<file path="config.mk">
export PLATFORM = sky130hd
export DESIGN_NAME = alu_arbiter
export DESIGN_NICKNAME = d
export VERILOG_FILES = /design/src/rtl/cpu_pkg.sv /design/src/rtl/rr_grant2.sv /design/src/rtl/alu_arbiter.sv
export SDC_FILE = /design/constraint.sdc
export NUM_CORES = 1
export LEC_CHECK = 0
export ABC_CLOCK_PERIOD_IN_PS = 1910
export BUFFER_PORTS_ARGS = -buffer_cell sky130_fd_sc_hd__buf_4
export CORE_MARGIN = 1
export CORE_UTILIZATION = 43
export CTS_BUF_LIST = sky130_fd_sc_hd__clkbuf_4
export CTS_CLUSTER_SIZE = 12
export DETAILED_ROUTE_END_ITERATION = 10
export PLACE_DENSITY_LB_ADDON = 0.3
export SLEW_MARGIN = 20
export SYNTH_ARGS = -nofsm -noshare
export SYNTH_HDL_FRONTEND = slang
export SYNTH_HIERARCHICAL = 1
export SYNTH_SLANG_ARGS = --single-unit
</file>
<file path="constraint.sdc">
create_clock -name clk -period 1.91 [get_ports clk]
set_clock_uncertainty 0.2 [all_clocks]
set_input_delay 0.382 -clock clk [delete_from_list [all_inputs] [get_ports clk]]
set_output_delay 0.382 -clock clk [all_outputs]
set_load 0.03 [all_outputs]
</file>
<file path="src/rtl/cpu_pkg.sv">
// cpu_pkg: shared definitions for the cpu datapath.
//   ALU_OP_W       - width of the ALU opcode field
//   ALU_ADD..SLT   - ALU opcode encodings (3'b000..3'b111)
//   state_e        - alu_arbiter sequencing states (S_IDLE/S_EXEC/S_RESP)
package cpu_pkg;

    localparam int unsigned ALU_OP_W = 3;

    localparam logic [ALU_OP_W-1:0] ALU_ADD = 3'b000;
    localparam logic [ALU_OP_W-1:0] ALU_SUB = 3'b001;
    localparam logic [ALU_OP_W-1:0] ALU_AND = 3'b010;
    localparam logic [ALU_OP_W-1:0] ALU_OR  = 3'b011;
    localparam logic [ALU_OP_W-1:0] ALU_XOR = 3'b100;
    localparam logic [ALU_OP_W-1:0] ALU_SLL = 3'b101;
    localparam logic [ALU_OP_W-1:0] ALU_SRL = 3'b110;
    localparam logic [ALU_OP_W-1:0] ALU_SLT = 3'b111;

    typedef enum logic [1:0] {
        S_IDLE = 2'd0,
        S_EXEC = 2'd1,
        S_RESP = 2'd2
    } state_e;

endpackage

</file>
<file path="src/rtl/rr_grant2.sv">
// rr_grant2: combinational 2-way round-robin picker.
//   valid_i[1:0]  - request lines
//   last_i        - id of the most recently granted requester
//   grant_vld_o   - some requester is granted
//   grant_id_o    - id of the granted requester (meaningful when grant_vld_o)
module rr_grant2
    import cpu_pkg::*;
(
    input  logic [1:0] valid_i,
    input  logic       last_i,
    output logic       grant_vld_o,
    output logic       grant_id_o
);

    always_comb begin
        grant_vld_o = |valid_i;
        grant_id_o  = 1'b0;
        unique case (valid_i)
            2'b01:   grant_id_o = 1'b0;
            2'b10:   grant_id_o = 1'b1;
            2'b11:   grant_id_o = ~last_i;   // contended: favour the one not served last
            default: grant_id_o = 1'b0;
        endcase
    end

endmodule

</file>
<file path="src/rtl/alu_arbiter.sv">
// alu_arbiter: shares one combinational ALU between two requesters.
// Each operation runs accept (IDLE) -> execute (EXEC, 1 cycle) -> respond (RESP).
//   clk, rst_n                    - clock (rising edge), async active-low reset
//   req_valid/req_ready[1:0]      - request handshake, bit i = requester i
//   req_a0/b0/op0, req_a1/b1/op1  - per-requester operands and opcode
//   rsp_valid/rsp_ready[1:0]      - response handshake, bit i = requester i
//   rsp_data                      - shared result, qualified by rsp_valid
//   alu_a, alu_b, alu_control     - registered ALU inputs
//   alu_result                    - ALU output
//   busy                          - high whenever not IDLE
//   done_cnt0/done_cnt1           - saturating completed-operation counters
module alu_arbiter
    import cpu_pkg::*;
#(
    parameter int unsigned WIDTH = 32,
    parameter int unsigned CNT_W = 16
) (
    input  logic                clk,
    input  logic                rst_n,
    input  logic [1:0]          req_valid,
    output logic [1:0]          req_ready,
    input  logic [WIDTH-1:0]    req_a0,
    input  logic [WIDTH-1:0]    req_b0,
    input  logic [ALU_OP_W-1:0] req_op0,
    input  logic [WIDTH-1:0]    req_a1,
    input  logic [WIDTH-1:0]    req_b1,
    input  logic [ALU_OP_W-1:0] req_op1,
    output logic [1:0]          rsp_valid,
    input  logic [1:0]          rsp_ready,
    output logic [WIDTH-1:0]    rsp_data,
    output logic [WIDTH-1:0]    alu_a,
    output logic [WIDTH-1:0]    alu_b,
    output logic [ALU_OP_W-1:0] alu_control,
    input  logic [WIDTH-1:0]    alu_result,
    output logic                busy,
    output logic [CNT_W-1:0]    done_cnt0,
    output logic [CNT_W-1:0]    done_cnt1
);

    state_e                state_q, state_d;
    logic                  last_q, last_d;
    logic                  owner_q, owner_d;
    logic [WIDTH-1:0]      alu_a_q, alu_a_d;
    logic [WIDTH-1:0]      alu_b_q, alu_b_d;
    logic [ALU_OP_W-1:0]   alu_op_q, alu_op_d;
    logic [WIDTH-1:0]      rsp_data_q, rsp_data_d;
    logic [1:0]            rsp_valid_q, rsp_valid_d;
    logic [CNT_W-1:0]      cnt0_q, cnt0_d;
    logic [CNT_W-1:0]      cnt1_q, cnt1_d;

    logic                  grant_vld;
    logic                  grant_id;

    rr_grant2 u_rr_grant2 (
        .valid_i     (req_valid),
        .last_i      (last_q),
        .grant_vld_o (grant_vld),
        .grant_id_o  (grant_id)
    );

    // req_ready is combinational from req_valid; gating with rst_n keeps it
    // low while reset is held even if a requester is already asserting valid.
    always_comb begin
        req_ready = 2'b00;
        if (rst_n && (state_q == S_IDLE) && grant_vld) begin
            req_ready = grant_id ? 2'b10 : 2'b01;
        end
    end

    always_comb begin
        state_d     = state_q;
        last_d      = last_q;
        owner_d     = owner_q;
        alu_a_d     = alu_a_q;
        alu_b_d     = alu_b_q;
        alu_op_d    = alu_op_q;
        rsp_data_d  = rsp_data_q;
        rsp_valid_d = rsp_valid_q;
        cnt0_d      = cnt0_q;
        cnt1_d      = cnt1_q;
        unique case (state_q)
            S_IDLE: begin
                // A grant implies the granted requester is valid, so the
                // handshake completes at this edge.
                if (grant_vld) begin
                    owner_d  = grant_id;
                    last_d   = grant_id;
                    alu_a_d  = grant_id ? req_a1  : req_a0;
                    alu_b_d  = grant_id ? req_b1  : req_b0;
                    alu_op_d = grant_id ? req_op1 : req_op0;
                    state_d  = S_EXEC;
                end
            end
            S_EXEC: begin
                rsp_data_d  = alu_result;
                rsp_valid_d = owner_q ? 2'b10 : 2'b01;
                state_d     = S_RESP;
            end
            S_RESP: begin
                if (rsp_ready[owner_q]) begin
                    rsp_valid_d = 2'b00;
                    if (owner_q) begin
                        if (cnt1_q != '1) cnt1_d = cnt1_q + CNT_W'(1);
                    end else begin
                        if (cnt0_q != '1) cnt0_d = cnt0_q + CNT_W'(1);
                    end
                    state_d = S_IDLE;
                end
            end
            default: state_d = S_IDLE;
        endcase
    end

    always_ff @(posedge clk or negedge rst_n) begin
        if (!rst_n) begin
            state_q     <= S_IDLE;
            last_q      <= 1'b1;
            owner_q     <= 1'b0;
            alu_a_q     <= '0;
            alu_b_q     <= '0;
            alu_op_q    <= '0;
            rsp_data_q  <= '0;
            rsp_valid_q <= '0;
            cnt0_q      <= '0;
            cnt1_q      <= '0;
        end else begin
            state_q     <= state_d;
            last_q      <= last_d;
            owner_q     <= owner_d;
            alu_a_q     <= alu_a_d;
            alu_b_q     <= alu_b_d;
            alu_op_q    <= alu_op_d;
            rsp_data_q  <= rsp_data_d;
            rsp_valid_q <= rsp_valid_d;
            cnt0_q      <= cnt0_d;
            cnt1_q      <= cnt1_d;
        end
    end

    assign alu_a       = alu_a_q;
    assign alu_b       = alu_b_q;
    assign alu_control = alu_op_q;
    assign rsp_data    = rsp_data_q;
    assign rsp_valid   = rsp_valid_q;
    assign busy        = (state_q != S_IDLE);
    assign done_cnt0   = cnt0_q;
    assign done_cnt1   = cnt1_q;

endmodule

</file>
==> results of run 1 <==
## flip-flops by register name, indices dropped and copies added (netlist names)
register	cells
alu_a	32
alu_b	32
alu_control	3
done_cnt0	16
done_cnt1	16
last_q	1
owner_q	1
rsp_data	32
rsp_valid	2
state_q	2
## how the worst min path moves through the flow
| stage | to | slack [ps] |
|---|---|---|
| final | done_cnt0[11] | 300 |
| after floorplan | alu_a[0] | -110 |
| after global routing | last_q | 310 |
| after global placement | done_cnt0[11] | 280 |
| after CTS | done_cnt0[13] | 300 |
| after detailed placement | done_cnt0[13] | 280 |
## metal layers
layer  wire, um  vias up
li1           -     2918
met4       1660        0
met3       1960      137
met5          0        -
met1       8430     3234
met2      13200      411
## cells in the final DEF, fill, tap and decap left out, types with 4 or more instances in the layout
cell                            netlist  routed
sky130_fd_sc_hd__nand3_1              8       8
sky130_fd_sc_hd__bufinv_16            0       4
sky130_fd_sc_hd__clkbuf_4             0      21
sky130_fd_sc_hd__buf_12               0       4
sky130_fd_sc_hd__buf_6                0      11
sky130_fd_sc_hd__a21oi_1             75      75
sky130_fd_sc_hd__mux2i_1             67      65
sky130_fd_sc_hd__o21ai_0              5       5
sky130_fd_sc_hd__mux2_2              34      33
sky130_fd_sc_hd__xnor2_1              4       4
sky130_fd_sc_hd__dfrtp_1            136     123
sky130_fd_sc_hd__and3_1               6       5
sky130_fd_sc_hd__nor2_1              78      77
sky130_fd_sc_hd__buf_4                5     329
sky130_fd_sc_hd__diode_2              0       5
sky130_fd_sc_hd__xor2_1              19      19
sky130_fd_sc_hd__nand2_1             16      14
sky130_fd_sc_hd__dfrtp_2              0      13
sky130_fd_sc_hd__nor3_1               5       4
sky130_fd_sc_hd__inv_1                8       8
sky130_fd_sc_hd__dlygate4sd3_1        0     169
sky130_fd_sc_hd__nor4_2               2       4
## what timing repair did
item / in CTS / in global routing
hold buffers: 169 / 0
hold endpoints to repair: 238 / 0
pin swaps: 5 / 4
buffers inserted: 7 / 7
gates resized for setup: 6 / 25
gates cloned: 1 / 1
setup endpoints to repair: 6 / 49
## cells by family (layout without fill, tap and decap cells)
family / count (synthesis) / after routing / share of synthesized area
xor+xnor: 23 / 23 / 0.0322
flops: 137 / 137 / 0.549
fa+ha+maj: 2 / 2 / 0.00400
other cells: 0 / 5 / 0
buf+inv: 37 / 555 / 0.0292
compound gates: 94 / 94 / 0.0833
mux: 103 / 103 / 0.173
simple gates: 147 / 147 / 0.129
## worst max-delay path: stages, from the launching register on
cell,delay (ps)
sky130_fd_sc_hd__dfrtp_1,400
sky130_fd_sc_hd__or2_4,280
sky130_fd_sc_hd__nor2_4,130
sky130_fd_sc_hd__and3_4,200
sky130_fd_sc_hd__buf_6,130
## layout make-up
| type | instances | area share |
|---|---|---|
| clock buffer | 21 | 0.0140 |
| sequential | 137 | 0.307 |
| timing repair buffer | 516 | 0.396 |
| tap | 180 | 0.0201 |
| antenna | 5 | 0.00111 |
| clock inverter | 10 | 0.0135 |
| multi-input combinational | 369 | 0.246 |
| inverter | 8 | 0.00267 |
## through the flow
stage          utilization  TNS, ps  worst slack [ps]  total power [mW]  instances
2_1_floorplan            -    -49.7             -49.7              9.53        543
3_3_place_gp         0.636        0               107              12.3       1025
3_5_place_dp         0.636        0              79.1              12.6       1025
4_1_cts              0.785     -922              -370              15.1       1233
5_1_grt              0.800    -1660              -432              16.4       1245
6_report             0.800     -942              -342              15.7       1246
## where the power goes
group	internal (mW)	switching (mW)
combinational	3.53	5.07
sequential	4.11	0.866
clock	1.08	1.06
total	8.72	7.00
==> out/summary.md, run 1 <==
The longest clock path from root to sink contains 2 buffers. The initial core utilization came out at 0.445. Before antenna repair, the detailed router went through 7 iterations. The number of endpoints with negative hold slack in the final report was 0. The clock transition at the registers of the reported paths was 110 ps. The aggregate routed wire length came out at 25,300 um. The routing layer with the top usage in global route is met2.

The tools report the critical path launch point as state_q[1]. The total via count in the routed design was 6,700; the timing-limited maximum frequency was 444 MHz. Hold timing on the final database bottoms out at a slack of 297 ps. During I/O placement, the number of pins put on the boundary was 308. The via count of the first global-routing pass came out at 6,922. The number of storage elements in the synthesis netlist is 137, and the TritonCTS buffer count is 17. Yosys mapped the design onto 49 distinct sky130hd cell types. Across the run, the number of max-cap violations was 0. The tools report the antenna violation net count after detailed routing as 0. The tools report the final count of negative-setup-slack endpoints as 5. The tools report the arrival time of data at the critical path endpoint as 1670 ps. Summed over all cells, the static leakage comes to 5.37 nW. In this run the critical register-to-register path is launched from state_q[1]. The critical path ends at req_ready[1].

The tools report the met3 usage in global routing as 0.0892. In the final layout, the multi-input gates occupy 0.00276 mm2. The setup check on the worst reg-to-reg path leaves a slack of -10 ps. The area growth from synthesis to layout is 79.8%. For this run, design rule violations remaining after detail routing come to 0.

In this run the cell area of the synthesized design comes to 0.00625 mm2. The tree built by TritonCTS fans out to 137 sinks. The most common cell in the synthesized netlist is sky130_fd_sc_hd__dfrtp_1. STA classifies the critical path endpoint as an output pin.

Area share of the leading cell type in the synthesized netlist: 0.545. The later pin in the worst-skew pair is clocked with a latency of 540 ps. From left edge to right edge, the die measures 123 um. The total half-perimeter wirelength after legalization and detailed placement is 13,700 um. The min-delay analysis places its worst path in the category reg -> reg.

In this run the critical register-to-register path is captured at rsp_data[29]. By area the synthesized netlist is led by sky130_fd_sc_hd__dfrtp_1 (54%), sky130_fd_sc_hd__mux2i_1 (11%), sky130_fd_sc_hd__mux2_2 (6.1%). The wire length of the first global-routing pass was 35,600 um; the total of buffers placed on input and output ports was 307. By count the netlist is led by sky130_fd_sc_hd__dfrtp_1 (136), sky130_fd_sc_hd__nor2_1 (78), sky130_fd_sc_hd__a21oi_1 (75). The worst path in the final design needs a cycle of 2250 ps, including I/O delays and setup. The flow ran to the end, but the final reports show violations.

At the pin with the least slew margin, the transition time is 750 ps. The run gives 0.573 as the met2 layer usage reported by global route. Setup repair after global routing could not meet its margin everywhere. The final reports fail on setup timing.

Pin count of the biggest net entering global routing: 138. The die covers 0.0150 mm2. The logs give 0 for the total grt overflow and 765 for the final-layout fill cell count.

The average instance in the mapped netlist occupies 11.5 um2. The run gives 0 as the final max-slew violation count. The tree is rooted in a sky130_fd_sc_hd__clkbuf_4. Proportion of register bits with asynchronous set or reset after synthesis: 1.00.

The floorplan die height is 123 um. For this design the ratio of total power to cell area is 1400 mW/mm2. The number of cells on the worst reg-to-reg path is 6. CTS built an H-tree with a depth of 4. The number of nets in the synthesized netlist is 717. The run gives 0.318 as the met1 demand-to-capacity share in global routing. TritonCTS built the clock tree. The via count normalized by instance count works out to 5.38. The share of final-layout standard cells stronger than drive strength 1 was 0.435. The logs give 543 for the instance count of the mapped netlist and 0.318 for the overall track demand over capacity in global routing. The logs give 6 for the total of warnings raised by yosys and -342 ps for the final critical-path setup slack. The predominant post-synthesis flop cell is sky130_fd_sc_hd__dfrtp_1. The number of cell rows was 43. After the last flow step, the layout net total stands at 1,223. The detailed router finished its first iteration with 365 violations. The core area came out at 0.0140 mm2. Of all nets on the critical path, the largest fanout is 3. The startpoint type of the worst setup path was a flop. The worst slew margin relative to its limit was 0.500. Sequential fraction of the synthesis area: 0.549.

Instance count along the most critical hold path: 1. The number of antenna violations at the first check in global routing was 5; the placer congestion estimate was 0.803. Dividing the detail-routed wire length by the instance count gives 20.3 um.

In this run, synthesis inferred 0 flip-flops with an integrated enable. For the placed instance area, the log shows 0.00892 mm2. Cell accounting for the most synthesized area: sky130_fd_sc_hd__dfrtp_1. STA puts the critical path data required time at 1330 ps. In this run the most critical hold path is launched from done_cnt0[11]. The setup path with the least slack is of type reg -> out. The tools report the cell area after layout as 0.0112 mm2.

The share of the cycle needed by the critical path after routing is 1.18, and the maximum ir drop on the vdd rail is 1170 uV. The sequential cell area in the final layout came out at 0.00345 mm2.
(Power assumes the default switching activity.)
==> run 2: changes to the inputs <==
--- a/config.mk
+++ b/config.mk
@@ -9,7 +9,7 @@
 export BUFFER_PORTS_ARGS = -buffer_cell sky130_fd_sc_hd__buf_4
 export CORE_MARGIN = 1
 export CORE_UTILIZATION = 43
-export CTS_BUF_LIST = sky130_fd_sc_hd__clkbuf_4
+export CTS_BUF_LIST = sky130_fd_sc_hd__clkbuf_8
 export CTS_CLUSTER_SIZE = 12
 export DETAILED_ROUTE_END_ITERATION = 10
 export PLACE_DENSITY_LB_ADDON = 0.3
==> run 2 against run 1 <==
Effect of this change:
- the run still ends with setup timing left
- non-clock buffer count down 139
- sequential cell count stayed put
- setup slack improved by 120 ps
- combinational power is 6.0% lower
- via count fell by 15%
- sequential share of layout area increased by 4.0 points
- register-to-register slack improved by 30 ps
- worst hold slack got worse by 270 ps
- die area unchanged
- critical path depth unchanged
- sequential power shrank 2%
- fmax grew 5.6%
==> out/summary.md, run 2 (synthesis gave the netlist of run 1 again) <==
The run finished, with violations left. The final reports fail on setup timing. The logs give -427 ps (+515 ps) for the sum of negative setup slack and 1,084 (-11%) for the final-stage net count.

The overall track demand over capacity in global routing is 0.249 (-0.0687). For the aggregate routed wire length, the log shows 19,500 um (-23%). The wire length of the first global-routing pass was 28,200 um (-21%); the worst hold margin was 31.5 ps (-266 ps).

The clock insertion delay at the later pin of the skew report came out at 440 ps (-100 ps). The category of the most critical setup path is reg -> out. The arrival time of data at the critical path endpoint came out at 1550 ps (-120 ps). The TritonCTS buffer count is 17 (unchanged). TritonCTS built the clock tree. Final-layout fill cell count: 995 (+30%).

The logs give 5,703 (-15%) for the total via count in the routed design and -223 ps (+119 ps) for the final critical-path setup slack. The top cell types in the final layout, fill and taps aside, are sky130_fd_sc_hd__buf_4 (331), sky130_fd_sc_hd__dfrtp_1 (126), sky130_fd_sc_hd__nor2_1 (77), sky130_fd_sc_hd__a21oi_1 (75), sky130_fd_sc_hd__mux2i_1 (67). The maximum ir drop on the vdd rail was 1150 uV (-1.0%); the count of maximum capacitance violations was 0 (unchanged).

The combined area of the multi-input logic cells is 0.00273 mm2 (-1.0%), and the via count normalized by instance count is 5.17 (-3.9%). The sequential cell area in the final layout is 0.00344 mm2 (-0.11%), and the share of the cycle needed by the critical path after routing is 1.12 (-0.0622). The total half-perimeter wirelength after legalization and detailed placement came out at 13,700 um (unchanged). The maximum buffer depth of the clock tree came out at 2 (unchanged).

The logs give 4.86 nW (-9.6%) for the static power due to leakage and 138 (unchanged) for the pin count of the biggest net entering global routing. The die footprint came out at 0.0150 mm2 (unchanged). The slew at the pin closest to its max-slew limit was 721 ps (-29.1 ps).

The shortest clock period the worst path allows after layout is 2130 ps (-119 ps), and the worst slew margin relative to its limit is 0.520 (+0.0194). The logs give 0.0140 mm2 (unchanged) for the core area and 0.00992 mm2 (-12%) for the cell area after layout. The total of buffers placed on input and output ports came out at 307 (unchanged). Path category of the worst min-delay check: in -> reg. The total grt overflow is 0 (unchanged), and the share of final-layout standard cells stronger than drive strength 1 is 0.489 (+0.0537). The worst setup path is launched from a flop.

The floorplan die height came out at 123 um (unchanged). The run gives 0.445 (unchanged) as the initial core utilization. The logs give 137 (unchanged) for the number of clock sinks seen by CTS and 1,025 (unchanged) for the cell count after placement. The clock transition at the registers of the reported paths is 80 ps (-30 ps), and the area growth from synthesis to layout is 58.9%.

For the via count of the first global-routing pass, the log shows 5,663 (-18%). The tools report the boundary pin count as 308 (unchanged). The width of the die was 123 um (unchanged); the total buffers and inverters traversed by the critical path was 1 (unchanged).

Setup repair after global routing could not meet its margin everywhere. The logs give 0 (unchanged) for the detailed-route DRC error count and 4 (unchanged) for the H-tree depth reported by CTS. The cell class contributing the biggest share of worst-path delay was simple AND/OR/NAND/NOR gates. The total power divided by cell area was 1570 mW/mm2 (+12%). The timing-limited maximum frequency was 469 MHz (+5.6%); the placer congestion estimate was 0.803 (unchanged). The logs give 43 (unchanged) for the number of cell rows and 0 (unchanged) for the antenna violation net count after detailed routing. The number of design-rule violations left by the first detailed-router iteration was 217 (-41%); the mean routed wirelength per cell was 17.7 um (-13%). CTS placed an instance of sky130_fd_sc_hd__clkbuf_8 at the clock tree root. The final instance count without filler cells is 1,104 (-11%), and the final count of negative-setup-slack endpoints is 2 (-3). STA classifies the critical path endpoint as an output pin.

The data required time at the worst endpoint came out at 1330 ps (about the same). The signal on the critical path passes through or2_4 > nor2_4 > and3_4 > buf_6. The worst-case setup slack after placement is 79.1 ps (unchanged). The tools report the number of antenna violations at the first check in global routing as 2 (-3). The number of endpoints with negative hold slack in the final report came out at 0 (unchanged). The placed instance area is 0.00892 mm2 (unchanged), and the first-pass iteration count of the detailed router is 4 (-3). The biggest fanout along the worst timing path works out to 3 (unchanged). The final max-slew violation count was 0 (unchanged). Most common cell after layout, fill and taps aside: sky130_fd_sc_hd__buf_4. The tools report the final core utilization as 0.707 (-0.0930).

Master of the slowest instance on the critical path: sky130_fd_sc_hd__dfrtp_1. The biggest cell delay along the critical path is 390 ps (about the same). The total power after layout is 15.6 mW (-0.95%).
run 2: cell count changes in the layout (fill, tap and decap cells not counted), moves of 3 or more:
| cell | before | now |
|---|---|---|
| sky130_fd_sc_hd__dfrtp_1 | 123 | 126 |
| sky130_fd_sc_hd__clkbuf_4 | 21 | 0 |
| sky130_fd_sc_hd__diode_2 | 5 | 2 |
| sky130_fd_sc_hd__clkbuf_8 | 0 | 20 |
| sky130_fd_sc_hd__buf_6 | 11 | 5 |
| sky130_fd_sc_hd__dfrtp_2 | 13 | 10 |
| sky130_fd_sc_hd__dlygate4sd3_1 | 169 | 33 |
| sky130_fd_sc_hd__inv_1 | 8 | 12 |
| sky130_fd_sc_hd__clkinv_1 | 3 | 0 |
run 2: timing repair:
action,4_1_cts,5_1_grt
cloned,1,2
resized for setup,3,14
hold endpoints to repair,168,0
setup buffers,5,5
hold buffers,33,0
pin swaps,5,6
setup endpoints to repair,3,17
run 2: cell type report:
cell class	instances	share of cell area
diodes	2	0.000504
clock buffers	20	0.0277
repair buffers	377	0.308
multi-input cells	369	0.275
inverters	8	0.00303
flip-flops and latches	137	0.347
clock inverters	11	0.0156
well taps	180	0.0227
run 2: path summary, 6_finish.rpt:
path / start / to / slack, ps / cells after the start
max: state_q[1] / req_ready[1] / -220 / 4
min: req_b0[21] / alu_b[21] / 30 / 3
max reg2reg: done_cnt0[3] / done_cnt0[5] / 20 / 5
min reg2reg: done_cnt0[11] / done_cnt0[11] / 290 / 1
max in group asynchronous: rst_n / done_cnt0[10] / 450 / 3
min in group asynchronous: rst_n / rsp_data[6] / 480 / 3
run 2: worst reg2reg max path, cell delays in order (launching register included):
cell                       delay, ps
sky130_fd_sc_hd__dfrtp_1         570
sky130_fd_sc_hd__nand3_2         210
sky130_fd_sc_hd__nor4_4          310
sky130_fd_sc_hd__buf_4           190
sky130_fd_sc_hd__a311oi_2        110
sky130_fd_sc_hd__xor2_1          180
run 2: power by group:
group	total, mW	leakage, nW	internal [mW]	switching [mW]
clock	2.58	0.226	1.50	1.08
combinational	8.09	3.05	3.33	4.77
sequential	4.90	1.58	4.11	0.781
total	15.6	4.86	8.94	6.63
run 2: routing by layer:
layer / routed length [um] / global-route usage / up-vias
met5: 0 / 0 / -
met4: 679 / 0.122 / 0
met3: 1460 / 0.0757 / 46
met2: 10300 / 0.452 / 245
met1: 7090 / 0.261 / 2768
li1: - / - / 2644
==> run 3: changes to the inputs <==
--- a/config.mk
+++ b/config.mk
@@ -6,12 +6,12 @@
 export NUM_CORES = 1
 export LEC_CHECK = 0
 export ABC_CLOCK_PERIOD_IN_PS = 1910
-export BUFFER_PORTS_ARGS = -buffer_cell sky130_fd_sc_hd__buf_4
-export CORE_MARGIN = 1
-export CORE_UTILIZATION = 43
+export CORE_AREA = 2 2 119 121
 export CTS_BUF_LIST = sky130_fd_sc_hd__clkbuf_8
 export CTS_CLUSTER_SIZE = 12
 export DETAILED_ROUTE_END_ITERATION = 10
+export DIE_AREA = 0 0 121 123
+export DONT_BUFFER_PORTS = 1
 export PLACE_DENSITY_LB_ADDON = 0.3
 export SLEW_MARGIN = 20
 export SYNTH_ARGS = -nofsm -noshare
==> run 3 against run 2 <==
Effect of this change:
- the run now fails in clock tree synthesis
- area after synthesis is the same
- synthesized cell count is the same
==> out/summary.md, run 3 <==
For the total half-perimeter wirelength after legalization and detailed placement, the log shows 11,300 um (-18%). By area the synthesized netlist is led by sky130_fd_sc_hd__dfrtp_1 (54%), sky130_fd_sc_hd__mux2i_1 (11%), sky130_fd_sc_hd__mux2_2 (6.1%). It got as far as clock tree synthesis and failed there. CTS placed an instance of sky130_fd_sc_hd__clkbuf_8 at the clock tree root. The logs give 156 (+370%) for the hold buffer count at cts and 17 (unchanged) for the TritonCTS buffer count.

The cell count after placement is 739 (-28%), and the area share of the leading cell type in the synthesized netlist is 0.545 (unchanged). The number of synthesized flops with an enable pin is 0 (unchanged). The total of warnings raised by yosys is 6 (unchanged), and the sequential fraction of the synthesis area is 0.549 (unchanged).

In the synthesized netlist, the cells that appear most often are sky130_fd_sc_hd__dfrtp_1 (136), sky130_fd_sc_hd__nor2_1 (78), sky130_fd_sc_hd__a21oi_1 (75). The run stopped with a tool error. The first error in the log reads "[ERROR RSZ-0060] Max buffer count reached". The width of the die came out at 121 um (-1.3%). The initial core utilization is 0.459 (+0.0141). The cell area after synthesis is 0.00625 mm2 (unchanged). The number of post-CTS setup repair buffers was 4 (-1); the H-tree depth reported by CTS was 4 (unchanged). The logs give 49 (unchanged) for the distinct cell type count after synthesis and 717 (unchanged) for the post-synthesis net count. The run gives 543 (unchanged) as the instance count of the mapped netlist. In the synthesized netlist the dominant register cell turns out to be sky130_fd_sc_hd__dfrtp_1. The tools report the number of clock sinks seen by CTS as 137 (unchanged). The floorplan die height was 123 um (+0.38%). Maximum buffer depth of the clock tree: 2 (unchanged). The most repeated cell in the gate-level netlist after synthesis was sky130_fd_sc_hd__dfrtp_1. The number of cell rows came out at 43 (unchanged). The synthesized area per cell was 11.5 um2 (unchanged); the placer congestion estimate was 0.789 (-1.7%). The run gives 4 (+1) as the number of gates resized after CTS. The number of storage elements in the synthesis netlist was 137 (unchanged); the total of buffers placed on input and output ports was 0 (-100%). The synthesized design spends more area on one cell type than any other, namely sky130_fd_sc_hd__dfrtp_1.

The run gives 308 (unchanged) as the boundary pin count. The proportion of register bits with asynchronous set or reset after synthesis was 1.00 (unchanged).
==> run 3: kinds of logic after synthesis <==
group | Yosys count | synth area share
simple gates | 147 | 0.129
xor+xnor | 23 | 0.0322
compound gates | 94 | 0.0833
mux | 103 | 0.173
flops | 137 | 0.549
fa+ha+maj | 2 | 0.00400
buf+inv | 37 | 0.0292
==> run 3: stage by stage <==
step           utilization  worst slack [ps]  TNS, ps  instance area, um2
2_1_floorplan            -             -49.7    -49.7                6300
3_3_place_gp         0.498              95.5        0                6770
3_5_place_dp         0.498              46.2        0                6770
==> run 4: changes to the inputs <==
==> config.mk (replaced) <==
export PLATFORM = sky130hd
export DESIGN_NAME = alu_arbiter
export DESIGN_NICKNAME = d
export VERILOG_FILES = /design/src/rtl/cpu_pkg.sv /design/src/rtl/rr_grant2.sv /design/src/rtl/alu_arbiter.sv
export SDC_FILE = /design/constraint.sdc
export NUM_CORES = 1
export LEC_CHECK = 0
export ABC_CLOCK_PERIOD_IN_PS = 2500
export CORE_MARGIN = 1
export CORE_UTILIZATION = 40
export DETAILED_ROUTE_END_ITERATION = 10
export DONT_BUFFER_PORTS = 1
export PLACE_DENSITY_LB_ADDON = 0.15
export SLEW_MARGIN = 20
export SYNTH_ARGS = -nofsm -noshare
export SYNTH_HDL_FRONTEND = slang
export SYNTH_HIERARCHICAL = 1
export SYNTH_SLANG_ARGS = --single-unit
==> constraint.sdc (replaced) <==
create_clock -name clk -period 2.5 [get_ports clk]
set_clock_uncertainty 0.2 [all_clocks]
set_input_delay 0.5 -clock clk [delete_from_list [all_inputs] [get_ports clk]]
set_output_delay 0.5 -clock clk [all_outputs]
set_load 0.03 [all_outputs]
==> run 4 against run 3 <==
Effect of this change:
- the flow now finishes, with violations (hold timing)
==> out/summary.md, run 4 (synthesis gave the netlist of run 1 again) <==
Using the TritonRoute via totals, the vias-per-cell ratio works out to 5.48. The share of final-layout standard cells stronger than drive strength 1 was 0.196; the final critical-path setup slack was 71.9 ps. The placer congestion estimate is 0.806 (+2.1%).

In this run, the number of DRC markers left after iteration 0 of detailed routing was 207. Biggest fanout along the worst timing path: 9. The total buffers and inverters traversed by the critical path came out at 1. The number of post-CTS setup repair buffers was 0 (-4); the antenna diode instance count was 0. TritonCTS built the clock tree. The run gives 10,700 um (-5.0%) as the total half-perimeter wirelength after legalization and detailed placement. Final count of negative-setup-slack endpoints: 0.

The most common cell after layout, fill and taps aside is sky130_fd_sc_hd__dfrtp_1. For this design the ratio of total power to cell area is 1470 mW/mm2. The final instance count without filler cells was 755.

The run gives 0.187 as the overall track demand over capacity in global routing. For the total power after layout, the log shows 10.5 mW. The worst-case setup slack after placement is 374 ps (+327 ps), and the biggest cell delay along the critical path is 460 ps.

The run gives 0.472 as the final core utilization. From synthesis to final layout, the design area changed by 14.9%. For the count of maximum capacitance violations, the log shows 0.

The master of the slowest instance on the critical path is sky130_fd_sc_hd__dfrtp_1. The shortest clock period the worst path allows after layout is 2430 ps, and the cell count after placement is 723 (-2.2%). The tools report the boundary pin count as 308 (unchanged).

In the routed design, unresolved DRC markers number 0. After routing the design area is 0.00718 mm2. For this run, the detailed router's first-pass iteration total came to 4.

The TritonCTS buffer count was 17 (unchanged); the via count of the first global-routing pass was 4,066. The tools report the initial core utilization as 0.411 (-0.0480). In this run the remaining antenna-violating nets after routing total 0. Total of buffers placed on input and output ports: 0 (unchanged). Setup repair after global routing left no endpoint under its margin. Summed over all layers, the global routing overflow is 0. Summed over all failing endpoints, the final setup total negative slack is 0 ps. The end of the worst register-to-register path was done_cnt0[14]. The worst setup path is launched from a flop. Walking the worst path, the cells encountered are or2_4 > nor2_4 > nand2_1 > nor2_1 > buf_4.

The tools report the worst hold margin as -427 ps. VDD sags by at most 821 uV. The checks that failed: hold timing. For the number of clock sinks seen by CTS, the log shows 137 (unchanged). The worst register-to-register path has a depth of 4. The logs give 0 for the final max-slew violation count and 0 for the number of antenna violations at the first check in global routing. For the worst setup path, the data arrival time is 1730 ps.

The flow ran to the end, but the final reports show violations. The worst slew margin relative to its limit was 0.607; the setup slack of the worst register-to-register path was 440 ps. Entering global routing, the biggest net connects 140 pins. The total via count in the routed design was 4,141. For the worst setup path, the data required time is 1800 ps. The die footprint was 0.0161 mm2. Share of the cycle needed by the critical path after routing: 0.971.

In the final routed layout, each cell accounts on average for 19.5 um. The worst setup path is captured at an output pin. The run gives 420 ps as the clock insertion delay at the later pin of the skew report.

The worst setup path is of the reg -> out kind. The tools report the core area as 0.0152 mm2. The cell class contributing the biggest share of worst-path delay is simple AND/OR/NAND/NOR gates. The logs give 728 for the final-stage net count and 22,400 um for the wire length of the first global-routing pass.

For this run, the top clock speed supported by timing is 412 MHz. For the number of cell rows, the log shows 45 (+4.7%). Worst flop-to-flop path startpoint: done_cnt0[11]. CTS root buffer: sky130_fd_sc_hd__clkbuf_16.

The tools report the aggregate routed wire length as 14,700 um. For the final-layout fill cell count, the log shows 1,399. The width of the die was 127 um (+4.9%); the number of endpoints with negative hold slack in the final report was 137.

The path class of the tightest hold or removal check is in -> async. Floorplan die height: 127 um (+3.2%). The tools report the H-tree depth reported by CTS as 4 (unchanged).

Placed instance area: 0.00655 mm2 (-3.3%). After clock tree synthesis, the clock-pin slew on the worst setup and hold paths is 60 ps. For the pin with the worst max-slew slack, the measured transition is 590 ps.

The maximum buffer depth of the clock tree came out at 2 (unchanged). The run gives 3.19 nW as the static power due to leakage. In the layout the commonest cells are sky130_fd_sc_hd__dfrtp_1 (136), sky130_fd_sc_hd__nor2_1 (78), sky130_fd_sc_hd__a21oi_1 (75), sky130_fd_sc_hd__mux2i_1 (67), sky130_fd_sc_hd__mux2_2 (34).
run 4: layout make-up:
| class | instances | area (um2) | share of cell area |
|---|---|---|---|
| clock buffers | 19 | 433 | 0.0603 |
| clock inverters | 13 | 194 | 0.0270 |
| inverters | 8 | 30.0 | 0.00418 |
| multi-input cells | 369 | 2660 | 0.371 |
| flip-flops and latches | 137 | 3430 | 0.478 |
| well taps | 188 | 235 | 0.0328 |
| repair buffers | 21 | 195 | 0.0272 |
run 4: worst max-delay path by stage:
stage	startpoint	end	cells past startpoint
4_1_cts	state_q[0]	req_ready[1]	4
3_3_place_gp	state_q[0]	req_ready[1]	4
5_1_grt	state_q[0]	req_ready[1]	4
2_1_floorplan	state_q[1]	req_ready[0]	6
3_5_place_dp	state_q[0]	alu_b[27]	5
6_report	state_q[0]	req_ready[0]	5
run 4: metal layers:
metal  part of all wire  up-vias  global-route usage
met5                  0        -                   0
met4              0.018        0              0.0847
met3              0.085       21              0.0666
met2               0.51      214               0.312
met1               0.39     1972               0.217
li1                   -     1934                   -
run 4: what timing repair did:
| item | CTS | global route |
|---|---|---|
| gates resized for setup | 1 | 0 |
| setup endpoints to repair | 2 | 0 |
| endpoints found under the hold margin | 137 | 137 |
run 4: power breakdown:
group | total, mW | switching (mW) | internal [mW]
sequential | 5.51 | 2.39 | 3.12
combinational | 2.34 | 1.28 | 1.06
clock | 2.67 | 0.985 | 1.68
